<file path="src/rtl/regfile_wb_scheduler_pkg.sv">
// Shared configuration for the register-file writeback scheduler:
// datapath width, register count, the reserved PC register index and the
// arbiter FSM state encoding.
package regfile_wb_scheduler_pkg;

  localparam int          ADDRESS_LEN  = 32;
  localparam int          NUM_REGS     = 15;
  localparam int          STARVE_LIMIT = 4;
  localparam logic [3:0]  REG_PC       = 4'd15;

  typedef enum logic {
    PRI_MEM = 1'b0,
    PRI_EXE = 1'b1
  } pri_e;

endpackage

</file>
<file path="src/rtl/regfile_wb_scheduler_scoreboard.sv">
// Pending-write scoreboard for ID-stage hazard detection.
// Ports:
//   clk, rst                 clock, async active-high reset
//   clr_en_i, clr_dest_i     writeback transfer releasing a register
//   issue_en_i, issue_dest_i ID reservation request
//   issue_ready_o            reservation allowed (destination not busy)
//   chk_src1_i, chk_src2_i,
//   chk_two_src_i            ID sources to test
//   hazard_o                 a used source has a pending write
//   busy_mask_o              bit i = Ri has a pending write
module regfile_wb_scheduler_scoreboard
  import regfile_wb_scheduler_pkg::*;
#(
  parameter int NUM_REGS = regfile_wb_scheduler_pkg::NUM_REGS
) (
  input  logic                clk,
  input  logic                rst,
  input  logic                clr_en_i,
  input  logic [3:0]          clr_dest_i,
  input  logic                issue_en_i,
  input  logic [3:0]          issue_dest_i,
  output logic                issue_ready_o,
  input  logic [3:0]          chk_src1_i,
  input  logic [3:0]          chk_src2_i,
  input  logic                chk_two_src_i,
  output logic                hazard_o,
  output logic [NUM_REGS-1:0] busy_mask_o
);

  logic [NUM_REGS-1:0] busy_q, busy_d;
  logic [15:0]         busy_ext;
  logic [15:0]         set_oh, clr_oh;

  // Zero-extended view so any 4-bit index is in range; unimplemented
  // registers (including R15) always read as not busy.
  assign busy_ext = 16'(busy_q);

  assign issue_ready_o = ~busy_ext[issue_dest_i];

  assign hazard_o = (busy_ext[chk_src1_i] && (chk_src1_i != REG_PC)) ||
                    (chk_two_src_i && busy_ext[chk_src2_i] && (chk_src2_i != REG_PC));

  // One-hot masks are truncated to NUM_REGS, so R15 / out-of-range
  // destinations fall off the top and never touch the scoreboard.
  always_comb begin
    set_oh = '0;
    clr_oh = '0;
    if (issue_en_i && issue_ready_o) set_oh = 16'(1) << issue_dest_i;
    if (clr_en_i)                    clr_oh = 16'(1) << clr_dest_i;
    busy_d = (busy_q & ~clr_oh[NUM_REGS-1:0]) | set_oh[NUM_REGS-1:0];
  end

  always_ff @(posedge clk or posedge rst) begin
    if (rst) busy_q <= '0;
    else     busy_q <= busy_d;
  end

  assign busy_mask_o = busy_q;

endmodule

</file>
<file path="src/rtl/regfile_wb_scheduler.sv">
// Arbitrates the single register-file write port between the MEM (load)
// and EXE (ALU) writeback paths, with starvation protection for EXE, and
// hosts the pending-write scoreboard.
// Ports:
//   clk, rst                         clock, async active-high reset
//   mem_valid/dest/data, mem_ready   MEM writeback request / accept
//   exe_valid/dest/data, exe_ready   EXE writeback request / accept
//   issue_en, issue_dest, issue_ready  ID destination reservation
//   chk_src1, chk_src2, chk_two_src, hazard  ID hazard check
//   busy_mask                        scoreboard
//   wb_en, dest_wb, result_wb        registered register-file write port
module regfile_wb_scheduler
  import regfile_wb_scheduler_pkg::*;
#(
  parameter int ADDRESS_LEN  = regfile_wb_scheduler_pkg::ADDRESS_LEN,
  parameter int NUM_REGS     = regfile_wb_scheduler_pkg::NUM_REGS,
  parameter int STARVE_LIMIT = regfile_wb_scheduler_pkg::STARVE_LIMIT
) (
  input  logic                   clk,
  input  logic                   rst,
  input  logic                   mem_valid,
  input  logic [3:0]             mem_dest,
  input  logic [ADDRESS_LEN-1:0] mem_data,
  output logic                   mem_ready,
  input  logic                   exe_valid,
  input  logic [3:0]             exe_dest,
  input  logic [ADDRESS_LEN-1:0] exe_data,
  output logic                   exe_ready,
  input  logic                   issue_en,
  input  logic [3:0]             issue_dest,
  output logic                   issue_ready,
  input  logic [3:0]             chk_src1,
  input  logic [3:0]             chk_src2,
  input  logic                   chk_two_src,
  output logic                   hazard,
  output logic [NUM_REGS-1:0]    busy_mask,
  output logic                   wb_en,
  output logic [3:0]             dest_wb,
  output logic [ADDRESS_LEN-1:0] result_wb
);

  localparam int         CW      = $clog2(STARVE_LIMIT);
  localparam logic [CW-1:0] CNT_TOP = CW'(STARVE_LIMIT - 1);
  localparam logic [3:0] NREG4   = 4'(NUM_REGS);

  pri_e                   state_q, state_d;
  logic [CW-1:0]          cnt_q, cnt_d;
  logic                   wb_en_q, wb_en_d;
  logic [3:0]             dest_wb_q, dest_wb_d;
  logic [ADDRESS_LEN-1:0] result_wb_q, result_wb_d;

  logic                   both, xfer, dest_ok;
  logic [3:0]             sel_dest;
  logic [ADDRESS_LEN-1:0] sel_data;

  assign both = mem_valid && exe_valid;

  // State register (priority holder + starvation counter).
  always_ff @(posedge clk or posedge rst) begin
    if (rst) begin
      state_q <= PRI_MEM;
      cnt_q   <= '0;
    end else begin
      state_q <= state_d;
      cnt_q   <= cnt_d;
    end
  end

  // Next state. The flip happens on the denial that finds the counter
  // already at LIMIT-1, so EXE loses exactly STARVE_LIMIT times in a row.
  always_comb begin
    state_d = state_q;
    cnt_d   = cnt_q;
    if (exe_ready) begin
      cnt_d   = '0;
      state_d = PRI_MEM;
    end else if (both) begin
      if (cnt_q == CNT_TOP) state_d = PRI_EXE;
      else                  cnt_d   = cnt_q + CW'(1);
    end
  end

  // Outputs: ready only to the winner; a lone requester always wins.
  always_comb begin
    mem_ready = 1'b0;
    exe_ready = 1'b0;
    if (both) begin
      if (state_q == PRI_EXE) exe_ready = 1'b1;
      else                    mem_ready = 1'b1;
    end else begin
      mem_ready = mem_valid;
      exe_ready = exe_valid;
    end
  end

  assign xfer     = mem_ready || exe_ready;
  assign sel_dest = mem_ready ? mem_dest : exe_dest;
  assign sel_data = mem_ready ? mem_data : exe_data;
  // Writes to PC or unimplemented registers are accepted but swallowed.
  assign dest_ok  = (sel_dest < NREG4) && (sel_dest != REG_PC);

  always_comb begin
    wb_en_d     = 1'b0;
    dest_wb_d   = dest_wb_q;
    result_wb_d = result_wb_q;
    if (xfer && dest_ok) begin
      wb_en_d     = 1'b1;
      dest_wb_d   = sel_dest;
      result_wb_d = sel_data;
    end
  end

  always_ff @(posedge clk or posedge rst) begin
    if (rst) begin
      wb_en_q     <= 1'b0;
      dest_wb_q   <= '0;
      result_wb_q <= '0;
    end else begin
      wb_en_q     <= wb_en_d;
      dest_wb_q   <= dest_wb_d;
      result_wb_q <= result_wb_d;
    end
  end

  assign wb_en     = wb_en_q;
  assign dest_wb   = dest_wb_q;
  assign result_wb = result_wb_q;

  // Busy bit clears at the same edge the write is registered; the file
  // commits on the following negedge, before ID can read it.
  regfile_wb_scheduler_scoreboard #(.NUM_REGS(NUM_REGS)) u_sb (
    .clk          (clk),
    .rst          (rst),
    .clr_en_i     (xfer),
    .clr_dest_i   (sel_dest),
    .issue_en_i   (issue_en),
    .issue_dest_i (issue_dest),
    .issue_ready_o(issue_ready),
    .chk_src1_i   (chk_src1),
    .chk_src2_i   (chk_src2),
    .chk_two_src_i(chk_two_src),
    .hazard_o     (hazard),
    .busy_mask_o  (busy_mask)
  );

endmodule

</file>
<file path="config.mk">
export PLATFORM = sky130hd
export DESIGN_NAME = regfile_wb_scheduler
export DESIGN_NICKNAME = d
export VERILOG_FILES = /design/src/rtl/regfile_wb_scheduler_pkg.sv /design/src/rtl/regfile_wb_scheduler_scoreboard.sv /design/src/rtl/regfile_wb_scheduler.sv
export SDC_FILE = /design/constraint.sdc
export NUM_CORES = 1
export LEC_CHECK = 0
export BUFFER_PORTS_ARGS = -buffer_cell sky130_fd_sc_hd__buf_4
export CORE_MARGIN = 2
export CORE_UTILIZATION = 46
export DETAILED_ROUTE_END_ITERATION = 6
export PLACE_DENSITY = 0.8
export SLEW_MARGIN = 20
export SYNTH_ARGS = -nofsm -noshare
export SYNTH_HDL_FRONTEND = slang
export SYNTH_SLANG_ARGS = --single-unit
</file>
<file path="constraint.sdc">
create_clock -name clk -period 2 [get_ports clk]
set_clock_uncertainty 0.1 [all_clocks]
set_input_delay 0.2 -clock clk [delete_from_list [all_inputs] [get_ports clk]]
set_output_delay 0.2 -clock clk [all_outputs]
set_load 0.01 [all_outputs]
</file>
# ---- After elaboration in Yosys (flattened, before gate mapping)
# Index checks and enable logic that the tools add are counted.
dict set report word_totals {
  reg_bits 55
  latchBits 0
  ram_bits 0
  mem_bits_ro 0
  input_bits 90
  output_inout_bits 56
  mem_count 0
}
dict set report op_classes {
  add_sub_neg 1
  multipliers 0
  div 0
  n_lt_le_gt_ge 4
  eq_ne 5
  n_shift 2
  muxes 21
  bitwise 4
  n_reduce_logical 13
}
# operator n
set ops {}
lappend ops {{$mux W32} 1}
lappend ops {{$mux W15} 2}
lappend ops {{$shl A1 B4 Y15 const A} 2}
lappend ops {{$and A15 B15 Y15} 1}
lappend ops {{$lt A4 B5 Y1 const B} 3}
lappend ops {{$not A15 Y15} 1}
lappend ops {{$or A15 B15 Y15} 1}
lappend ops {{$bmux W1 S4} 3}
lappend ops {{$ne A4 B4 Y1 const B} 3}
lappend ops {{$mux W1} 11}
lappend ops {{$logic_and A1 B1 Y1} 7}
lappend ops {{$mux W2} 3}
lappend ops {{$lt A4 B4 Y1 const B} 1}
lappend ops {{$mux W4} 1}
lappend ops {{$reduce_and A2 Y1} 2}
lappend ops {{$reduce_bool A2 Y1} 2}
lappend ops {{$add A2 B1 Y2 const B} 1}
lappend ops {{$eq A2 B2 Y1 const B} 1}
lappend ops {{$logic_or A1 B1 Y1} 2}
lappend ops {{$ne A2 B2 Y1 const B} 1}
lappend ops {{$not A1 Y1} 1}

# ---- Logic depth before layout (Yosys ltp)
# Gate-level depths: netlist of the first run.
dict set report logic_depth {
  ltp_word 8
  depth_mapped 8
}

# ---- Hierarchy
# A second synthesis of the first run with hierarchy kept.
dict set report unflattened {
  hier_cells 245
  area_unflattened_um2 3171.8
}
# mod instances cells_each area_each_um2 seq_area_each_um2
set modules_own_cells {}
lappend modules_own_cells {regfile_wb_scheduler 1 143 2115.8 1001.0}
lappend modules_own_cells {regfile_wb_scheduler_scoreboard 1 102 1056.0 375.4}

# ---- Worst setup path before layout of the first run
# OpenSTA, ideal clock, no wires.
dict set report synth_timing {
  path_kind {flip-flop to output port}
  start {register u_sb.busy_q[1] (netlist: u_sb.busy_mask_o[1])}
  end {output port issue_ready}
  arrival_time_ns 1.448
  required_ns 1.700
  path_slack_ns 0.252
  path_stages_with_launch 4
  n_path_buf 0
  cell_sequence {dfrtp_1 mux4_1 mux2_2 o211ai_1}
}
dict set report synth_via {
  elab_chain_cells 3
}
# element line
set synth_rtl {}
lappend synth_rtl {{start, declared} regfile_wb_scheduler_scoreboard.sv:30} ;# logic [NUM_REGS-1:0] busy_q, busy_d;
lappend synth_rtl {{start signal, assigned} regfile_wb_scheduler_scoreboard.sv:55} ;# else busy_q <= busy_d;
lappend synth_rtl {{$bmux W1 S4} regfile_wb_scheduler_scoreboard.sv:38} ;# assign issue_ready_o = ~busy_ext[issue_dest_i];
lappend synth_rtl {{$mux W1 (not written as such)} regfile_wb_scheduler_scoreboard.sv:38}
lappend synth_rtl {{$not A1 Y1} regfile_wb_scheduler_scoreboard.sv:38}
lappend synth_rtl {{end, declared} regfile_wb_scheduler.sv:31} ;# output logic issue_ready,
# Every way passes these cells. The select of a mux whose other input is x is not followed.

# ---- Worst setup path after layout of the first run
dict set report layout_timing {
  start {register u_sb.busy_q[3] (netlist: u_sb.busy_mask_o[3])}
  end {output port issue_ready}
}
# Same word-level chain as after synthesis.

==> impl_metrics.csv, run 1 <==
group,metric,value,unit
floorplanning,start_util,46.8,%
setup_path,crit_required,1.70,ns
logic_synthesis,synth_top_area_cell,"dfrtp_1",
placed_design,post-place-ws,0.180,ns
clocking,cts_tree,"yes",
grt,gr-usage-all-layers,25.4,%
setup_path,arrival,1.79,ns
setup_path,cp_max_fo,5,
route,drt-pass1-iter-count,4,
route,detail-route-antenna-nets,0,
min_path,min_path_type,"in -> reg",
placed_design,place.gp.congestion,0.912,
power_and_ir_drop,p_per_area,878,nW/um^2
timing,hold_viol,0,
power_and_ir_drop,p_leak,2.04,nW
min_path,min_path_cells,3,
floorplanning,boundaryPins,146,
timing,fmaxAchievable,0.478,GHz
clocking,clk_latency,0.31,ns
route,drtIter0Drc,136,
logic_synthesis,avgSynthCellArea,8.96,um^2
route,num_vias,3010,
logic_synthesis,yosys.cell_types.count,39,
logic_synthesis,synth.top_cell.area_share,47.1,%
grt,first_global_vias,2948,
timing,layout_min_cycle_time,2.09,ns
clocking,cts.htree.levels,2,
grt,grt_pass1_wl,14300,um
clocking,cts.path.max_buffers,2,
floorplanning,die-area,7000,um^2
finish,diodes,0,
clocking,cts_inserted_buffers,5,
finish,drive_above_1_share,38.9,%
grt,grt_max_degree,44,
finish,fin_area,4250,um^2
timing,drv_slew,0,
logic_synthesis,synth_warnings,0,
setup_path,ff2ff_path_depth,6,
timing,worst_pin_slew,0.397,ns
placed_design,placed_area,4090,um^2
finish,area_delta_synth_final,45.6,%
logic_synthesis,synth_edf_count,0,
logic_synthesis,synthArstFlopShare,100,%
clocking,clock_sinks,55,
clocking,cts_root_buf,"clkbuf_8",
power_and_ir_drop,peakVddDrop,0.461,mV
logic_synthesis,syn_inst,326,
outcome,failed_checks,"setup timing",
logic_synthesis,synthTopCellsByCount,"nand2_1 (75), dfrtp_1 (55), a31oi_1 (41)",
grt,grt_overflow,0,
route,wl_per_cell,15.6,um
placed_design,portBuffers,145,
floorplanning,die_h,83.7,um
logic_synthesis,synth_fp_nets,417,
timing,setup_slack,-0.0928,ns
floorplanning,fp-row-count,29,
route,viasPerCell,5.44,
timing,post-route-period-util,105,%
grt,antenna_found_initial,0,
logic_synthesis,netlist_area,2920,um^2
route,wirelength,8650,um
floorplanning,core-area,6240,um^2
logic_synthesis,synth.ff_latch_count,55,
logic_synthesis,synth_area_leaders,"dfrtp_1 (47%), nand2_1 (9.6%), a31oi_1 (8.8%), nor2_1 (5.1%), o21ai_0 (4.6%)",
timing,rsz0062_at_grt,"yes",
route,drc,0,
floorplanning,die_w,83.7,um
logic_synthesis,ys_seq_area_share,47.1,%
setup_path,startpoint_type,"flop",
placed_design,dp_hpwl,6700,um
outcome,outcome,"complete, but fails checks",
clocking,clkTransAtPathRegs,0.10,ns
setup_path,crit_path_end_kind,"output pin",
logic_synthesis,yosys.cell_count.top_type,"nand2_1",
setup_path,path_class,"reg -> out",
timing,slew_headroom,73.4,%
run,maxCapViolations,0,
timing,setup_viol,2,
finish,final_nets,566,
logic_synthesis,ys.flop_type,"dfrtp_1",
finish,fillers,529,
[area by class of cell]
type	count	area [um^2]	share of cell area, %
timing repair buffer	162	1250	29.3
clock buffer	7	76.3	1.79
tap	77	96.3	2.26
inverter	9	33.8	0.794
clock inverter	1	5.00	0.118
multi-input combinational	242	1420	33.4
sequential	55	1380	32.4
[registers in the layout, summed over array words and instances, names as in the netlist]
signal,cells
result_wb,32
u_sb.busy_mask_o,15
dest_wb,4
cnt_q,2
state_q,1
wb_en,1
[path summary, 6_finish.rpt]
path	from	end	slack (ns)
max	u_sb.busy_mask_o[3]	issue_ready	-0.09
min in group asynchronous	rst	wb_en	0.30
max in group asynchronous	rst	u_sb.busy_mask_o[7]	0.97
min	mem_data[23]	result_wb[23]	0.04
min reg2reg	dest_wb[3]	dest_wb[3]	0.42
max reg2reg	state_q	result_wb[4]	0.19
[power breakdown]
group	total [mW]	internal, mW	switching, mW
combinational	1.53	0.829	0.699
clock	0.597	0.247	0.350
sequential	1.61	1.38	0.234
[worst max-delay path, cell delays in order (launching register included)]
cell and delay [ns]:
dfrtp_1 0.42, mux4_2 0.49, mux2_4 0.28, o211ai_1 0.15, buf_4 0.15
[layer usage]
layer / routed length, um / global-route usage [%]
met1: 3480 / 32.2
met2: 4300 / 43.2
met3: 728 / 6.23
met4: 139 / 7.62
met5: 0 / 0
[logic make-up (layout without fill, tap and decap cells)]
group | after synthesis | after routing | synth area share [%]
AND/OR/NAND/NOR | 137 | 137 | 19.7
flip-flops | 55 | 55 | 47.1
XOR/XNOR | 1 | 1 | 0.300
multiplexers | 16 | 16 | 9.21
AO/OA/AOI/OAI | 87 | 87 | 18.6
adder cells (fa/ha/maj) | 1 | 1 | 0.428
buffers and inverters | 29 | 179 | 4.58
[metrics by stage]
step | power [mW] | utilization (%) | cells | hold WS (ns) | TNS (ns)
4_1_cts | 3.73 | 68.0 | 553 | 0.0372 | -0.196
3_3_place_gp | 3.04 | 65.6 | 536 | 0.0692 | 0
3_5_place_dp | 3.07 | 65.6 | 536 | 0.0773 | 0
2_1_floorplan | 2.29 | - | 326 | 0.193 | 0
6_report | 3.74 | 68.2 | 553 | 0.0371 | -0.171
5_1_grt | 3.97 | 68.2 | 553 | 0.0370 | -0.355
[cell usage in the layout (no fill, tap or decap), drive strengths merged]
master / netlist / final
ha: 1 / 1
xnor2: 1 / 1
dfrtp: 55 / 55
nand2b: 2 / 2
or2b: 1 / 1
or4b: 1 / 1
a221o: 1 / 1
nand3: 4 / 4
dlygate4sd3: 0 / 2
mux2i: 7 / 7
o2111ai: 2 / 2
or2: 2 / 2
a221oi: 2 / 2
nor3: 4 / 4
mux2: 1 / 1
inv: 9 / 9
nand2: 75 / 75
a31oi: 41 / 41
a2111oi: 1 / 1
clkbuf: 8 / 7
mux4: 8 / 8
nor2b: 3 / 3
o21ai: 31 / 31
and2: 1 / 1
o221ai: 2 / 2
o211ai: 4 / 4
buf: 12 / 160
a21bo: 1 / 1
o32ai: 1 / 1
a21oi: 1 / 1
nand3b: 1 / 1
nor3b: 2 / 2
clkinv: 0 / 1
or4: 1 / 1
nor2: 40 / 40
[timing repair]
action                                 4_1_cts  5_1_grt
buffers inserted                             7        0
endpoints found under the hold margin       13        0
setup endpoints to repair                    2        2
hold buffers                                 2        0
gates resized for setup                      2        4
Note: power is estimated with default switching activity, not from simulation.
==> run 2, diff against run 1 <==
- clock period: 2 -> 2.11 ns (I/O delays scaled with it)
==> impl_metrics.csv, run 2 (same netlist as run 1, synthesis figures left out) <==
group,metric,value,unit
outcome,outcome,"finished, final reports clean",
min_path,min_path_type,"in -> reg",
timing,tns,0,ns
route,num_vias,2974,
clocking,cts.path.max_buffers,2,
setup_path,startpoint_type,"flop",
timing,layout_min_cycle_time,2.11,ns
setup_path,crit_path_end_kind,"output pin",
grt,gr-usage-all-layers,25.3,%
floorplanning,fp-row-count,29,
clocking,clkTransAtPathRegs,0.10,ns
route,detail-route-antenna-nets,0,
floorplanning,die_h,83.7,um
floorplanning,core-area,6240,um^2
timing,worst_hold_slack,0.0141,ns
floorplanning,start_util,46.8,%
finish,largest_reg_flops,32,
clocking,cts_inserted_buffers,5,
finish,final_cell_mix,"buf_4 (161), nand2_1 (75), dfrtp_1 (55), a31oi_1 (41), nor2_1 (40)",
finish,multiInputGateArea,1410,um^2
clocking,cts_tree,"yes",
setup_path,crit_required,1.80,ns
timing,worst_pin_slew,0.403,ns
setup_path,path_class,"reg -> out",
timing,rsz0062_at_grt,"yes",
power_and_ir_drop,finalPower,3.60,mW
route,drtIter0Drc,158,
finish,final_nets,567,
route,drt-pass1-iter-count,4,
route,drc,0,
power_and_ir_drop,peakVddDrop,0.466,mV
power_and_ir_drop,p_per_area,845,nW/um^2
finish,seqCellArea,1380,um^2
grt,grt_pass1_wl,14400,um
floorplanning,die-area,7000,um^2
power_and_ir_drop,p_sw_share,33.6,%
power_and_ir_drop,intPower,2.39,mW
placed_design,post-place-ws,0.278,ns
placed_design,portBuffers,145,
route,viasPerCell,5.37,
power_and_ir_drop,comb_power_share,40.1,%
finish,final_common_cell,"buf_4",
timing,post-route-period-util,99.8,%
power_and_ir_drop,p_sw,1.21,mW
clocking,cts_root_buf,"clkbuf_8",
clocking,clk_latency,0.31,ns
timing,setup_slack,0.00420,ns
grt,grt_max_degree,40,
power_and_ir_drop,clock_power_share,17.6,%
placed_design,dp_hpwl,6820,um
timing,hold_viol,0,
clocking,clock_sinks,55,
grt,grt_overflow,0,
power_and_ir_drop,p_leak,2.04,nW
setup_path,cp_max_fo,4,
placed_design,placed_area,4090,um^2
floorplanning,die_w,83.7,um
power_and_ir_drop,power_frac_seq,42.3,%
timing,drv_slew,0,
grt,antenna_found_initial,0,
timing,setup_viol,0,
finish,drive_above_1_share,39.0,%
finish,fin_area,4260,um^2
floorplanning,boundaryPins,146,
run,maxCapViolations,0,
finish,area_delta_synth_final,45.7,%
route,wl_per_cell,15.8,um
route,wirelength,8730,um
clocking,cts.htree.levels,2,
timing,fmaxAchievable,0.475,GHz
placed_design,place.gp.congestion,0.891,
timing,slew_headroom,73.1,%
grt,first_global_vias,2948,
setup_path,arrival,1.79,ns
finish,fillers,510,
finish,diodes,0,
==> run 2: power groups by stage <==
stage	sequential [mW]	clock, mW	combinational (mW)
floorplan	1.60	0	0.569
global placement	1.53	0	1.33
detailed placement	1.55	0	1.36
CTS	1.52	0.643	1.45
global route	1.56	0.670	1.57
finish	1.52	0.634	1.44
==> run 2: cell type report <==
cell class | instances | area share, %
Sequential cell | 55 | 32.3
Tap cell | 77 | 2.26
Clock buffer | 8 | 2.35
Timing Repair Buffer | 163 | 29.1
Multi-Input combinational cell | 242 | 33.1
Inverter | 9 | 0.794
==> run 2: through the flow <==
step           util [%]  std cells
3_5_place_dp       65.5        537
6_report           68.2        554
3_3_place_gp       65.5        537
5_1_grt            68.2        554
2_1_floorplan         -        326
4_1_cts            68.2        554
==> run 2: what timing repair did <==
action                                  CTS  global route
pin swaps                                 0             0
resized for setup                         1             2
setup buffers                             8             0
endpoints found under the hold margin    16             0
endpoints found under the setup margin    2             2
hold buffers                              1             0
==> run 2: worst max-delay path: stages (launching register included) <==
cell and delay, ns:
dfrtp_1 0.42, mux4_2 0.50, mux2_2 0.27, o211ai_1 0.15, buf_4 0.15
==> run 2: worst paths after layout <==
check | end | cells past startpoint | slack (ns) | startpoint
setup / recovery | issue_ready | 4 | 0.004 | u_sb.busy_mask_o[3]
hold / removal | state_q | 2 | 0.01 | exe_valid
setup reg to reg | dest_wb[0] | 6 | 0.28 | state_q
hold reg to reg | state_q | 1 | 0.41 | state_q
max in group asynchronous | u_sb.busy_mask_o[12] | 4 | 1.02 | rst
min in group asynchronous | result_wb[26] | 3 | 0.34 | rst
==> run 2: routing by layer <==
layer	part of all wire, %	up-vias	track usage [%]	wire, um
met5	0	-	0	0
met4	1.6	0	7.18	141
met3	8.8	11	5.64	768
met2	50	136	42.6	4320
met1	40	1374	32.9	3490
li1	-	1453	-	-
